File: src/rtl/alu_pipe.sv
// alu_pipe: two-stage pipelined 74181-style ALU (16 logic + 16 arithmetic functions) with valid/ready.
// Define ALU_OVF_EN to register signed overflow on ovf; otherwise ovf is tied to 0.
module alu_pipe #(
  parameter int WIDTH = 4
) (
  input  logic             clk,
  input  logic             rst,
  input  logic             flush,
  input  logic             in_valid,
  output logic             in_ready,
  input  logic [3:0]       sel,
  input  logic             M,
  input  logic             Cn,
  input  logic [WIDTH-1:0] A,
  input  logic [WIDTH-1:0] B,
  output logic             out_valid,
  input  logic             out_ready,
  output logic [WIDTH-1:0] F,
  output logic             cout,
  output logic             zero,
  output logic             aeqb,
  output logic             ovf
);

  localparam logic [WIDTH-1:0] ONES = {WIDTH{1'b1}};
  localparam logic [WIDTH-1:0] ZERO = {WIDTH{1'b0}};

  function automatic logic [WIDTH-1:0] logic_fn(input logic [3:0] s, input logic [WIDTH-1:0] a,
                                                input logic [WIDTH-1:0] b);
    logic [WIDTH-1:0] r;
    case (s)
      4'd0:    r = ~a;
      4'd1:    r = ~(a | b);
      4'd2:    r = ~a & b;
      4'd3:    r = ZERO;
      4'd4:    r = ~(a & b);
      4'd5:    r = ~b;
      4'd6:    r = a ^ b;
      4'd7:    r = a & ~b;
      4'd8:    r = ~a | b;
      4'd9:    r = ~(a ^ b);
      4'd10:   r = b;
      4'd11:   r = a & b;
      4'd12:   r = ONES;
      4'd13:   r = a | ~b;
      4'd14:   r = a | b;
      4'd15:   r = a;
      default: r = ZERO;
    endcase
    return r;
  endfunction

  // Returns {X, Y} addends for the arithmetic function table.
  function automatic logic [2*WIDTH-1:0] arith_ops(input logic [3:0] s, input logic [WIDTH-1:0] a,
                                                   input logic [WIDTH-1:0] b);
    logic [2*WIDTH-1:0] r;
    case (s)
      4'd0:    r = {a, ZERO};
      4'd1:    r = {a | b, ZERO};
      4'd2:    r = {a | ~b, ZERO};
      4'd3:    r = {ZERO, ONES};
      4'd4:    r = {a, a & ~b};
      4'd5:    r = {a | b, a & ~b};
      4'd6:    r = {a, ~b};
      4'd7:    r = {a & ~b, ONES};
      4'd8:    r = {a, a & b};
      4'd9:    r = {a, b};
      4'd10:   r = {a | ~b, a & b};
      4'd11:   r = {a & b, ONES};
      4'd12:   r = {a, a};
      4'd13:   r = {a | b, a};
      4'd14:   r = {a | ~b, a};
      4'd15:   r = {a, ONES};
      default: r = {ZERO, ZERO};
    endcase
    return r;
  endfunction

  logic             s1_valid_r;
  logic [3:0]       s1_sel_r;
  logic             s1_m_r;
  logic             s1_cn_r;
  logic [WIDTH-1:0] s1_a_r;
  logic [WIDTH-1:0] s1_b_r;

  logic             out_valid_r;
  logic [WIDTH-1:0] f_r;
  logic             cout_r;
  logic             zero_r;
  logic             aeqb_r;

  logic             s2_adv_s;
  logic             s1_adv_s;
  logic [WIDTH-1:0] x_s;
  logic [WIDTH-1:0] y_s;
  logic [WIDTH:0]   sum_s;
  logic [WIDTH-1:0] f_next_s;
  logic             cout_next_s;

  assign s2_adv_s  = !out_valid_r || out_ready;
  assign s1_adv_s  = !s1_valid_r || s2_adv_s;
  assign in_ready  = s1_adv_s && !flush;
  assign out_valid = out_valid_r;
  assign F         = f_r;
  assign cout      = cout_r;
  assign zero      = zero_r;
  assign aeqb      = aeqb_r;

  // Result datapath computed from the stage-1 operands.
  always_comb begin
    {x_s, y_s}  = arith_ops(s1_sel_r, s1_a_r, s1_b_r);
    sum_s       = {1'b0, x_s} + {1'b0, y_s} + {{WIDTH{1'b0}}, ~s1_cn_r};
    f_next_s    = sum_s[WIDTH-1:0];
    cout_next_s = 1'b0;
    if (s1_m_r) begin
      f_next_s    = logic_fn(s1_sel_r, s1_a_r, s1_b_r);
      cout_next_s = 1'b0;
    end else begin
      f_next_s    = sum_s[WIDTH-1:0];
      cout_next_s = sum_s[WIDTH];
    end
  end

  // Stage 1: operand capture.
  always_ff @(posedge clk or posedge rst) begin
    if (rst) begin
      s1_valid_r <= 1'b0;
      s1_sel_r   <= 4'd0;
      s1_m_r     <= 1'b0;
      s1_cn_r    <= 1'b0;
      s1_a_r     <= ZERO;
      s1_b_r     <= ZERO;
    end else if (flush) begin
      s1_valid_r <= 1'b0;
    end else if (s1_adv_s) begin
      s1_valid_r <= in_valid;
      if (in_valid) begin
        s1_sel_r <= sel;
        s1_m_r   <= M;
        s1_cn_r  <= Cn;
        s1_a_r   <= A;
        s1_b_r   <= B;
      end
    end
  end

  // Stage 2: result and flags; payload only moves when a valid bundle advances.
  always_ff @(posedge clk or posedge rst) begin
    if (rst) begin
      out_valid_r <= 1'b0;
      f_r         <= ZERO;
      cout_r      <= 1'b0;
      zero_r      <= 1'b0;
      aeqb_r      <= 1'b0;
    end else if (flush) begin
      out_valid_r <= 1'b0;
    end else if (s2_adv_s) begin
      out_valid_r <= s1_valid_r;
      if (s1_valid_r) begin
        f_r    <= f_next_s;
        cout_r <= cout_next_s;
        zero_r <= (f_next_s == ZERO);
        aeqb_r <= (f_next_s == ONES);
      end
    end
  end

`ifdef ALU_OVF_EN
  logic ovf_r;
  logic ovf_next_s;

  // Signed overflow: like-signed addends producing a result of the other sign.
  always_comb begin
    ovf_next_s = 1'b0;
    if (s1_m_r) begin
      ovf_next_s = 1'b0;
    end else begin
      ovf_next_s = (x_s[WIDTH-1] == y_s[WIDTH-1]) && (f_next_s[WIDTH-1] != x_s[WIDTH-1]);
    end
  end

  // Overflow flag travels with F in stage 2.
  always_ff @(posedge clk or posedge rst) begin
    if (rst) begin
      ovf_r <= 1'b0;
    end else if (flush) begin
      ovf_r <= ovf_r;
    end else if (s2_adv_s && s1_valid_r) begin
      ovf_r <= ovf_next_s;
    end
  end

  assign ovf = ovf_r;
`else
  assign ovf = 1'b0;
`endif

endmodule

File: config.mk
export PLATFORM = sky130hd
export DESIGN_NAME = alu_pipe
export DESIGN_NICKNAME = d
export VERILOG_FILES = /design/src/rtl/alu_pipe.sv
export SDC_FILE = /design/constraint.sdc
export NUM_CORES = 1
export LEC_CHECK = 0
export BUFFER_PORTS_ARGS = -buffer_cell sky130_fd_sc_hd__buf_2
export CAP_MARGIN = 20
export CORE_ASPECT_RATIO = 0.75
export CORE_MARGIN = 2
export CORE_UTILIZATION = 40
export DETAILED_ROUTE_END_ITERATION = 16
export PLACE_DENSITY = 0.56
export SETUP_SLACK_MARGIN = 0.02
export SYNTH_ARGS = -nofsm -noshare
export SYNTH_HDL_FRONTEND = slang
export SYNTH_SLANG_ARGS = --single-unit
File: constraint.sdc
create_clock -name clk -period 6 [get_ports clk]
set_clock_uncertainty 0.2 [all_clocks]
set_input_delay 1.2 -clock clk [delete_from_list [all_inputs] [get_ports clk]]
set_output_delay 1.2 -clock clk [all_outputs]
set_load 0.1 [all_outputs]
=== Word level (Yosys, flattened, before mapping) ===
Cells that the tools add are included.

* Word-level logic and storage cells: 63
* Input bits: 19
* Bits in registers: 23

* Reduce and logical (&&, ||, !) cells: 12
* Bitwise operators: 14
* $add $sub $neg: 2
* Multiplexer cells: 8
* Equality and inequality tests: 16

{| class="wikitable"
|+ Operator list
! kind !! count
|-
| 8-bit case mux with 16 select lines || 1
|-
| 4-bit case mux with 16 select lines || 1
|-
| 4-bit == test (second input constant) || 9
|-
| 4-bit NOT || 5
|-
| 4-bit by 3-bit == test with 1-bit output (second input constant) || 4
|-
| 4-bit bitwise AND || 3
|-
| 4-bit bitwise OR || 3
|-
| 4-bit by 2-bit == test with 1-bit output (second input constant) || 2
|-
| 4-bit zero test || 2
|-
| 3-bit AND reduction || 2
|-
| 4-bit by 4-bit adder with 5-bit output || 1
|-
| 5-bit by 1-bit adder with 5-bit output || 1
|-
| 1-bit two-way mux || 5
|-
| 4-bit by 1-bit == test with 1-bit output (second input constant) || 1
|-
| 4-bit two-way mux || 1
|-
| 2-bit nonzero test || 2
|-
| 4-bit XOR || 1
|-
| 1-bit zero test || 3
|-
| 1-bit logical OR || 2
|-
| 1-bit NOT || 2
|-
| 1-bit logical AND || 1
|}

=== Logic depth before layout (Yosys ltp) ===
Gate-level depths: netlist (run 1).

* Word-level depth: 7
* Depth in mapped cells: 16
* Gate-level depth less buffers: 13

=== Worst setup path after synthesis (run 1) ===
No wires, ideal clock.

* Path kind: input-to-output
* Start: input port out_ready
* End: output port in_ready
* Data required time: 4600 ps
* Stages: 2
* Path buffers: 0
* Slack: 1818 ps
* Arrival time: 2782 ps
* Cell sequence: nor2b_1 a21oi_1

* Longest elaborated chain between the ends: 3

{| class="wikitable"
|+ RTL lines
! element !! line !! RTL
|-
| from (decl) || 17 || <nowiki>input logic out_ready,</nowiki>
|-
| 1-bit logical OR || 100 || <nowiki>assign s2_adv_s = !out_valid_r || out_ready;</nowiki>
|-
| 1-bit logical OR || 101 || <nowiki>assign s1_adv_s = !s1_valid_r || s2_adv_s;</nowiki>
|-
| 1-bit logical AND || 102 || <nowiki>assign in_ready = s1_adv_s && !flush;</nowiki>
|-
| to (decl) || 10 || <nowiki>output logic in_ready,</nowiki>
|}

Every way passes these cells.

=== Worst setup path after layout (run 1) ===
* Start: register s1_sel_r[0]
* End: register aeqb_r (netlist: aeqb)

* Longest elaborated chain between the ends: 6
* Elaborated cells between the ends (all ways): 22

{| class="wikitable"
|+ RTL lines
! element !! line !! RTL
|-
| from (decl) || 80 || <nowiki>logic [3:0] s1_sel_r;</nowiki>
|-
| from (signal assigned) || 138 || <nowiki>s1_sel_r <= sel;</nowiki>
|-
| 4-bit == test, or another cell as far along || 31, 57 ||
|-
| 8-bit case mux with 16 select lines || 57 || <nowiki>case (s)</nowiki>
|-
| 4-bit by 4-bit adder with 5-bit output || 112 || <nowiki>sum_s = {1'b0, x_s} + {1'b0, y_s} + {{WIDTH{1'b0}}, ~s1_cn_r};</nowiki>
|-
| 5-bit by 1-bit adder with 5-bit output || 112 ||
|-
| 4-bit two-way mux * || 115 || <nowiki>if (s1_m_r) begin</nowiki>
|-
| 4-bit == test * || 163 || <nowiki>aeqb_r <= (f_next_s == ONES);</nowiki>
|-
| to (signal assigned) || 163 ||
|-
| to (decl) || 90 || <nowiki>logic aeqb_r;</nowiki>
|}

Mark *: on every way between the ends. The rest lies on a longest branch, timed or not.
A chain may end at the register's enable or synchronous reset.

==> run_results.csv, run 1 <==
group,metric,value,unit
run_status,outcome,"finished clean",
sta,finalSetupTns,0,ps
yosys,synthTopCellsByArea,"dfrtp_1 (24%), ha_1 (10%), mux2_2 (7.1%)",
sta,worstMarginPinSlew,845,ps
sta,finalHoldViolCount,0,
setup_path,cp-start-kind,"register",
clock_network,cts-root-buf,"clkbuf_8",
yosys,synthArstFlopShare,100,%
die,die_area,6600,um^2
layout,final_nets,330,
clock_network,htreeDepth,1,
run,max_cap_viol_count,0,
setup_path,r2r_cells,13,
setup_path,worstPathArrival,3650,ps
sta,fmax,0.274,GHz
die,die_h,70.8,um
clock_network,cts_setup_buffers,0,
place,dp_slack,2380,ps
place,port_buffers,27,
sta,slew_headroom,43.7,%
yosys,synth_commonest_cells,"nand2_1 (25), dfrtp_1 (23), a21oi_1 (19), ha_1 (19)",
clock_network,cts_hold_buffers,0,
die,io_pins,29,
setup_path,critPathMaxFanout,25,
place,hpwl,4.50,mm
yosys,yosys_warnings,0,
die,fp.coreArea,5800,um^2
sta,setup_ws,2350,ps
clock_network,cts_num_sinks,23,
setup_path,rr_startpoint,"s1_sel_r[0]$_DFFE_PP0P_",
setup_path,reg2reg_to,"aeqb$_DFFE_PP0P_",
routing,totalWireLength,6.03,mm
clock_network,cts_tree,"done",
hold_path,hold-path-cell-count,1,
routing,drt_first_iter_violations,168,
global_route,overflow,0,
routing,drcViolationCount,0,
clock_network,clk_latency,260,ps
yosys,yosys.area.top_type,"dfrtp_1",
layout,layout-drive-gt1-share,21.1,%
routing,route.vias.total,2096,
global_route,grt_pass1_wl,10.1,mm
layout,diodes,0,
sta,period_minus_slack,3650,ps
power,ir_drop,170,uV
sta,period_share,60.9,%
routing,ant_nets,0,
setup_path,required,6000,ps
routing,wl_per_cell,16.4,um
place,place_congestion,0.893,
sta,final-setup-viol-count,0,
yosys,synth_cell_type_count,65,
yosys,synth_area_per_cell,8.66,um^2
setup_path,reg2reg_slack,2350,ps
yosys,ys.flop_type,"dfrtp_1",
yosys,synth_most_common_cell,"nand2_1",
power,p_leak,1.12,nW
clock_network,post_cts_resized,0,
yosys,synth_cells,275,
die,core.rowCount,24,
yosys,netlist_area,2380,um^2
hold_path,min_path_type,"register to register",
sta,slew_violations,0,
power,power.total,0.000900,W
routing,firstDrtPassIters,4,
clock_network,path_clk_slew,80,ps
clock_network,cts_buffers,3,
power,power_density,353,nW/um^2
yosys,yosysSeqAreaShare,24.2,%
global_route,grtUsageTotal,19.1,%
layout,final_cells,367,
die,dieWidth,93.1,um
sta,holdWs,280,ps
setup_path,critPathLaunch,"s1_sel_r[0]$_DFFE_PP0P_",
die,start_util,41.1,%
sta,rsz0062_at_grt,"no",
setup_path,end_kind,"register",
setup_path,worstSetupPathType,"register to register",
layout,area_growth,6.99,%
global_route,grt_pass1_vias,1930,
setup_path,endpoint,"aeqb$_DFFE_PP0P_",
yosys,synth_nets,315,
clock_network,cts_buffer_depth,2,
yosys,synth_edf_count,0,
yosys,ys_ff_latch,23,
yosys,synth_top_area_share,24.2,%
routing,routed_via_density,5.71,
place,dp_cells,363,
global_route,antenna_found_initial,0,
global_route,grt_max_degree,36,
[worst min path at each step]
stage                              from  slack (ps)                  end
finish                 F[0]$_DFFE_PP0P_         280     F[0]$_DFFE_PP0P_
global route           zero$_DFFE_PP0P_         330     zero$_DFFE_PP0P_
CTS                    F[0]$_DFFE_PP0P_         280     F[0]$_DFFE_PP0P_
detailed placement     F[0]$_DFFE_PP0P_         260     F[0]$_DFFE_PP0P_
global placement       F[0]$_DFFE_PP0P_         260     F[0]$_DFFE_PP0P_
floorplan           s1_cn_r$_DFFE_PP0P_         280  s1_cn_r$_DFFE_PP0P_
[layer usage]
metal / up-vias / routed length (um) / track usage, % / share of wire (%)
met5: - / 0 / 0 / 0
met4: 0 / 11 / 1.47 / 0.18
met3: 2 / 390 / 2.98 / 6.5
met2: 77 / 2510 / 27.6 / 42
met1: 983 / 3120 / 31.0 / 52
li1: 1034 / - / - / -
[final cells by class]
type	instances	area, um^2
repair buffers	31	165
well taps	78	97.6
multi-input cells	214	1600
clock buffers	4	45.0
inverters	17	63.8
fillers	587	3250
flip-flops and latches	23	576
[where the power goes]
part	leakage, nW	total (W)	internal (W)	switching [W]
Clock	0.0228	0.0000937	0.0000474	0.0000464
Combinational	0.821	0.000563	0.000191	0.000373
Sequential	0.281	0.000243	0.000189	0.0000543
[state kept, by name, indices dropped and copies added, names as in the netlist]
| signal | flops |
|---|---|
| aeqb | 1 |
| s1_b_r | 4 |
| s1_m_r | 1 |
| s1_valid_r | 1 |
| cout | 1 |
| s1_a_r | 4 |
| out_valid | 1 |
| s1_sel_r | 4 |
| s1_cn_r | 1 |
| zero | 1 |
| F | 4 |
[logic make-up after synthesis]
kind of cell    after synthesis  share of synthesized area, %
mux                          19                          8.77
simple gates                 90                          21.4
compound gates               81                          24.5
xor+xnor                      2                         0.735
fa+ha+maj                    21                          11.7
flops                        23                          24.2
buf+inv                      38                          8.61
other cells                   1                         0.157
[cell usage in the layout (no fill, tap or decap), types with 3 or more instances in the layout]
cell type   n
mux2_2     15
nand3b_1    8
ha_1       19
buf_4       4
o22ai_1     6
nor2b_1     5
nand3_1     6
a21o_1      6
nor3_1      6
buf_2      27
nand2b_1    7
inv_1      16
nand2_1    25
clkbuf_8    3
o211ai_1    7
dfrtp_1    23
a21oi_1    19
a221oi_1    4
mux2i_1     4
nor2_1     16
o31ai_1     3
o21ai_0    11
[stage by stage]
stage	utilization [%]	area, um^2
detailed placement	43.2	2500
CTS	44.0	2550
floorplan	-	2380
global route	44.0	2550
finish	44.0	2550
global placement	43.2	2500
[worst max-delay path, stage by stage (launching register included)]
cell and delay, ps:
dfrtp_1 540, buf_4 300, nand2b_1 250, nand2_1 130, a221oi_1 70, nand2_1 110
o311ai_0 120, o22a_1 200, fa_1 430, fa_1 490, o22ai_1 70, a21o_1 210
nor4_2 290, a22o_1 160
Note: power is estimated with default switching activity, not from simulation.
==> inputs of run 2 (changes only) <==
ABC_AREA = 1   (was not set)
PLACE_DENSITY = 0.57   (was 0.56)
clock period = 3.4 ns   (was 6 ns; I/O delays follow)
==> run_results.csv, run 2 <==
group,metric,value,unit
setup_path,critPathLaunch,"s1_sel_r[0]$_DFFE_PP0P_",
clock_network,clk_latency,270,ps
yosys,netlist_area,2160,um^2
yosys,synthArstFlopShare,100,%
die,core.rowCount,23,
sta,finalHoldViolCount,0,
routing,drt_first_iter_violations,207,
global_route,overflow,0,
sta,period_share,89.6,%
yosys,yosys.area.top_type,"dfrtp_1",
clock_network,cts_buffer_depth,2,
yosys,synth_most_common_cell,"nand2_1",
layout,most-common-layout-cells,"nand2_1 (107), nor2_1 (54), inv_1 (51)",
setup_path,reg2reg_to,"aeqb$_DFFE_PP0P_",
layout,layout_commonest_cell,"nand2_1",
yosys,synth_top_area_share,26.6,%
sta,worstMarginPinSlew,891,ps
place,port_buffers,27,
yosys,synth_commonest_cells,"nand2_1 (108), nor2_1 (54), inv_1 (51)",
routing,wl_per_cell,14.3,um
yosys,synth_nets,390,
clock_network,cts_num_sinks,23,
setup_path,rr_startpoint,"s1_sel_r[0]$_DFFE_PP0P_",
setup_path,required,3360,ps
clock_network,cts-root-buf,"clkbuf_8",
sta,rsz0062_at_grt,"no",
global_route,antenna_found_initial,0,
global_route,grt_pass1_wl,10.7,mm
place,hpwl,5.15,mm
global_route,grtUsageTotal,23.2,%
layout,layout-drive-gt1-share,11.7,%
setup_path,worstSetupPathType,"register to register",
layout,area_growth,15.4,%
layout,nFillCells,595,
yosys,ys_ff_latch,23,
setup_path,end_kind,"register",
routing,ant_nets,0,
yosys,synth_cell_type_count,23,
die,start_util,40.9,%
clock_network,path_clk_slew,90,ps
die,dieWidth,88.9,um
layout,fin_util,47.2,%
routing,routed_via_density,5.06,
power,ir_drop,220,uV
clock_network,cts_tree,"done",
routing,totalWireLength,6.57,mm
yosys,ys.flop_type,"dfrtp_1",
sta,fmax,0.328,GHz
layout,final_nets,427,
yosys,synth_cells,350,
global_route,grt_pass1_vias,2167,
global_route,grt_max_degree,30,
power,p_leak,1.40,nW
clock_network,post_cts_resized,0,
sta,finalSetupTns,0,ps
routing,route.vias.total,2332,
run_status,outcome,"finished clean",
setup_path,r2r_cells,16,
clock_network,cts_hold_buffers,0,
clock_network,cts_setup_buffers,0,
die,die_h,67.7,um
die,fp.coreArea,5300,um^2
yosys,synth_area_per_cell,6.18,um^2
routing,firstDrtPassIters,5,
layout,diodes,0,
yosys,yosysSeqAreaShare,26.6,%
routing,drcViolationCount,0,
yosys,yosys_warnings,0,
setup_path,cp-start-kind,"register",
die,die_area,6020,um^2
sta,slew_violations,0,
power,power_density,551,nW/um^2
sta,final-setup-viol-count,0,
clock_network,cts_buffers,3,
sta,period_minus_slack,3040,ps
clock_network,htreeDepth,1,
place,place_congestion,1.02,
yosys,synthTopCellsByArea,"dfrtp_1 (27%), nand2_1 (19%), ha_1 (11%)",
setup_path,critPathMaxFanout,7,
hold_path,min_path_type,"register to register",
run,max_cap_viol_count,0,
yosys,synth_edf_count,0,
setup_path,endpoint,"aeqb$_DFFE_PP0P_",
die,io_pins,29,
setup_path,reg2reg_slack,360,ps
sta,slew_headroom,40.5,%
setup_path,worstPathArrival,3010,ps
-- run 2: cell types whose count changed after synthesis, sizes merged, moves of 15 or more --
cell   before  now
buf        19    1
nand2      25  108
mux2       15    0
nor2       16   56
inv        17   51
nand3       6   27
-- run 2: area by class of cell --
cell class | instances | area [um^2] | share of cell area (%)
clock buffer | 3 | 41.3 | 1.65
clock inverter | 1 | 7.51 | 0.301
inverter | 51 | 191 | 7.67
multi-input combinational | 271 | 1380 | 55.2
sequential | 23 | 576 | 23.0
tap | 75 | 93.8 | 3.76
timing repair buffer | 37 | 210 | 8.42
-- run 2: metal layers --
metal | share of wire [%] | wire [um] | track usage [%] | up-vias
li1 | - | - | - | 1176
met1 | 49 | 3230 | 34.8 | 1043
met2 | 42 | 2740 | 34.4 | 103
met3 | 7.8 | 514 | 3.67 | 10
met4 | 1.3 | 84 | 5.78 | 0
met5 | 0 | 0 | 0 | -
-- run 2: through the flow --
| step | power (W) | setup slack, ps | hold slack, ps | cell area (um^2) | std cells |
|---|---|---|---|---|---|
| floorplan | 0.00100 | 550 | 303 | 2160 | 350 |
| global placement | 0.00119 | 456 | 262 | 2450 | 457 |
| detailed placement | 0.00119 | 393 | 268 | 2450 | 457 |
| CTS | 0.00138 | 365 | 290 | 2490 | 461 |
| global route | 0.00148 | 39.1 | 302 | 2500 | 461 |
| finish | 0.00138 | 355 | 283 | 2500 | 461 |
-- run 2: how the worst min path moves through the flow --
stage | from | to | slack [ps] | depth (start not counted)
3_3_place_gp | cout$_DFFE_PP0P_ | cout$_DFFE_PP0P_ | 260 | 2
5_1_grt | cout$_DFFE_PP0P_ | cout$_DFFE_PP0P_ | 300 | 2
3_5_place_dp | F[3]$_DFFE_PP0P_ | F[3]$_DFFE_PP0P_ | 270 | 2
2_1_floorplan | s1_cn_r$_DFFE_PP0P_ | s1_cn_r$_DFFE_PP0P_ | 300 | 2
6_report | cout$_DFFE_PP0P_ | cout$_DFFE_PP0P_ | 280 | 2
4_1_cts | F[3]$_DFFE_PP0P_ | F[3]$_DFFE_PP0P_ | 290 | 2
-- run 2: critical path: stages (launching register included) --
cell and delay, ps:
dfrtp_1 450, inv_1 120, nand2_1 150, nor2_1 70, inv_1 130, o21ai_0 100, nor3_1 180, nand2_1 80
nand2_1 60, inv_1 50, fa_1 420, fa_1 430, nand2_1 90, a21boi_0 230, nor2_1 60, nand2_1 70
nand2_1 50
-- run 2: logic make-up (layout without fill, tap and decap cells) --
kind of cell	Yosys count	after routing	share of synthesized area, %
AOI/OAI and AO/OA	45	45	11.7
adders and majority gates	21	21	12.8
buffers and inverters	56	92	9.88
xor gates and xnor gates	1	1	0.405
and+or+nand+nor	203	203	38.4
DFF	23	23	26.6
other	1	1	0.173
-- run 2: report_power, final --
group	leakage [nW]	total, W	switching (W)	internal [W]
clock	0.0217	0.000181	0.0000976	0.0000832
sequential	0.268	0.000374	0.0000474	0.000326
combinational	1.11	0.000822	0.000599	0.000222
==> inputs of run 3 (changes only) <==
CORE_UTILIZATION = 50   (was 40)
PLACE_DENSITY = 0.69   (was 0.57)
==> run_results.csv, run 3 (same netlist as run 2, synthesis figures left out) <==
group,metric,value,unit
run_status,outcome,"finished clean",
hold_path,min_path_type,"register to register",
hold_path,hp-start,"zero$_DFFE_PP0P_",
setup_path,required,3380,ps
global_route,grt_pass1_wl,9.95,mm
clock_network,cts_setup_buffers,0,
routing,wl_per_cell,14.3,um
place,dp_slack,377,ps
routing,route.vias.total,2355,
layout,most-common-layout-cells,"nand2_1 (108), nor2_1 (54), inv_1 (51)",
layout,regArea,576,um^2
layout,diodes,0,
sta,setup_ws,311,ps
setup_path,worstPathArrival,3070,ps
global_route,grt_pass1_vias,2029,
die,io_pins,29,
sta,finalHoldViolCount,0,
layout,layout-drive-gt1-share,10.7,%
routing,drcViolationCount,0,
die,fp.coreArea,4100,um^2
clock_network,clk_latency,280,ps
clock_network,cts_num_sinks,23,
sta,slew_headroom,39.8,%
routing,routed_via_density,5.38,
setup_path,critPathMaxFanout,7,
clock_network,path_clk_slew,100,ps
layout,final_cells,438,
power,p_leak,1.38,nW
setup_path,end_kind,"register",
sta,worstMarginPinSlew,902,ps
sta,period_minus_slack,3090,ps
die,start_util,52.7,%
setup_path,critPathLaunch,"s1_sel_r[0]$_DFFE_PP0P_",
layout,final_nets,424,
clock_network,cts_buffer_depth,2,
die,dieWidth,80.0,um
power,power.total,0.00137,W
clock_network,cts-root-buf,"clkbuf_8",
routing,firstDrtPassIters,5,
layout,fin_util,59.6,%
routing,totalWireLength,6.28,mm
setup_path,reg2reg_slack,310,ps
power,power_density,561,nW/um^2
clock_network,post_cts_resized,0,
power,ir_drop,318,uV
setup_path,cp-start-kind,"register",
clock_network,htreeDepth,1,
layout,multi_input_area,1380,um^2
layout,area_growth,13.1,%
place,port_buffers,27,
run,max_cap_viol_count,0,
global_route,overflow,0,
place,dp_cells,434,
clock_network,cts_buffers,3,
layout,layout_commonest_cell,"nand2_1",
clock_network,cts_tree,"done",
sta,period_share,90.9,%
global_route,antenna_found_initial,0,
sta,final-setup-viol-count,0,
place,hpwl,4.90,mm
die,core.rowCount,20,
die,die_area,4880,um^2
sta,slew_violations,0,
place,place_congestion,0.976,
die,die_h,61.0,um
sta,finalSetupTns,0,ps
sta,rsz0062_at_grt,"no",
global_route,grtUsageTotal,27.1,%
setup_path,rr_startpoint,"s1_sel_r[0]$_DFFE_PP0P_",
clock_network,cts_hold_buffers,0,
sta,fmax,0.324,GHz
layout,nFillCells,412,
global_route,grt_max_degree,24,
routing,ant_nets,0,
routing,drt_first_iter_violations,299,
setup_path,worstSetupPathType,"register to register",
run 3: cell types whose count changed in the layout (fill, tap and decap cells not counted), sizes merged:
cell | before | now
buf | 37 | 34
run 3: final cells by class:
| cell class | instances | area share [%] |
|---|---|---|
| Clock buffer | 3 | 1.69 |
| Clock inverter | 1 | 0.307 |
| Inverter | 51 | 7.82 |
| Multi-Input combinational cell | 271 | 56.2 |
| Sequential cell | 23 | 23.5 |
| Tap cell | 55 | 2.81 |
| Timing Repair Buffer | 34 | 7.67 |
run 3: worst paths after layout:
kind                                          to  cells after the start
min in group asynchronous       F[2]$_DFFE_PP0P_                      2
worst min-delay path            zero$_DFFE_PP0P_                      2
worst max-delay path            aeqb$_DFFE_PP0P_                     16
worst max register to register  aeqb$_DFFE_PP0P_                     16
worst min register to register  zero$_DFFE_PP0P_                      2
max in group asynchronous       F[3]$_DFFE_PP0P_                      2
run 3: power breakdown:
| group | switching, W | total, W | internal [W] |
|---|---|---|---|
| Combinational | 0.000598 | 0.000817 | 0.000219 |
| Clock | 0.000100 | 0.000183 | 0.0000832 |
| Sequential | 0.0000470 | 0.000373 | 0.000326 |
| Total | 0.000745 | 0.00137 | 0.000629 |
run 3: stage by stage:
| stage | hold WS [ps] | cell area [um^2] |
|---|---|---|
| finish | 289 | 2450 |
| floorplan | 303 | 2160 |
| global route | 309 | 2450 |
| global placement | 262 | 2400 |
| detailed placement | 269 | 2400 |
| CTS | 292 | 2450 |
run 3: worst max-delay path: stages, from the launching register on:
cell and delay, ps:
dfrtp_1 450, inv_1 110, nand2_1 170, nor2_1 80, inv_1 140, o21ai_0 100, nor3_1 210, nand2_1 80
nand2_1 60, inv_1 50, fa_1 420, fa_1 430, nand2_1 90, a21boi_0 240, nor2_1 60, nand2_1 60
nand2_1 40
run 3: routing by layer:
metal	vias up	routed length [um]	share of wire (%)	GRT usage, %
met5	-	0	0	0
met1	1024	2960	47	40.4
met4	0	103	1.6	5.08
met3	14	626	10	5.65
li1	1179	-	-	-
met2	138	2590	41	41.2
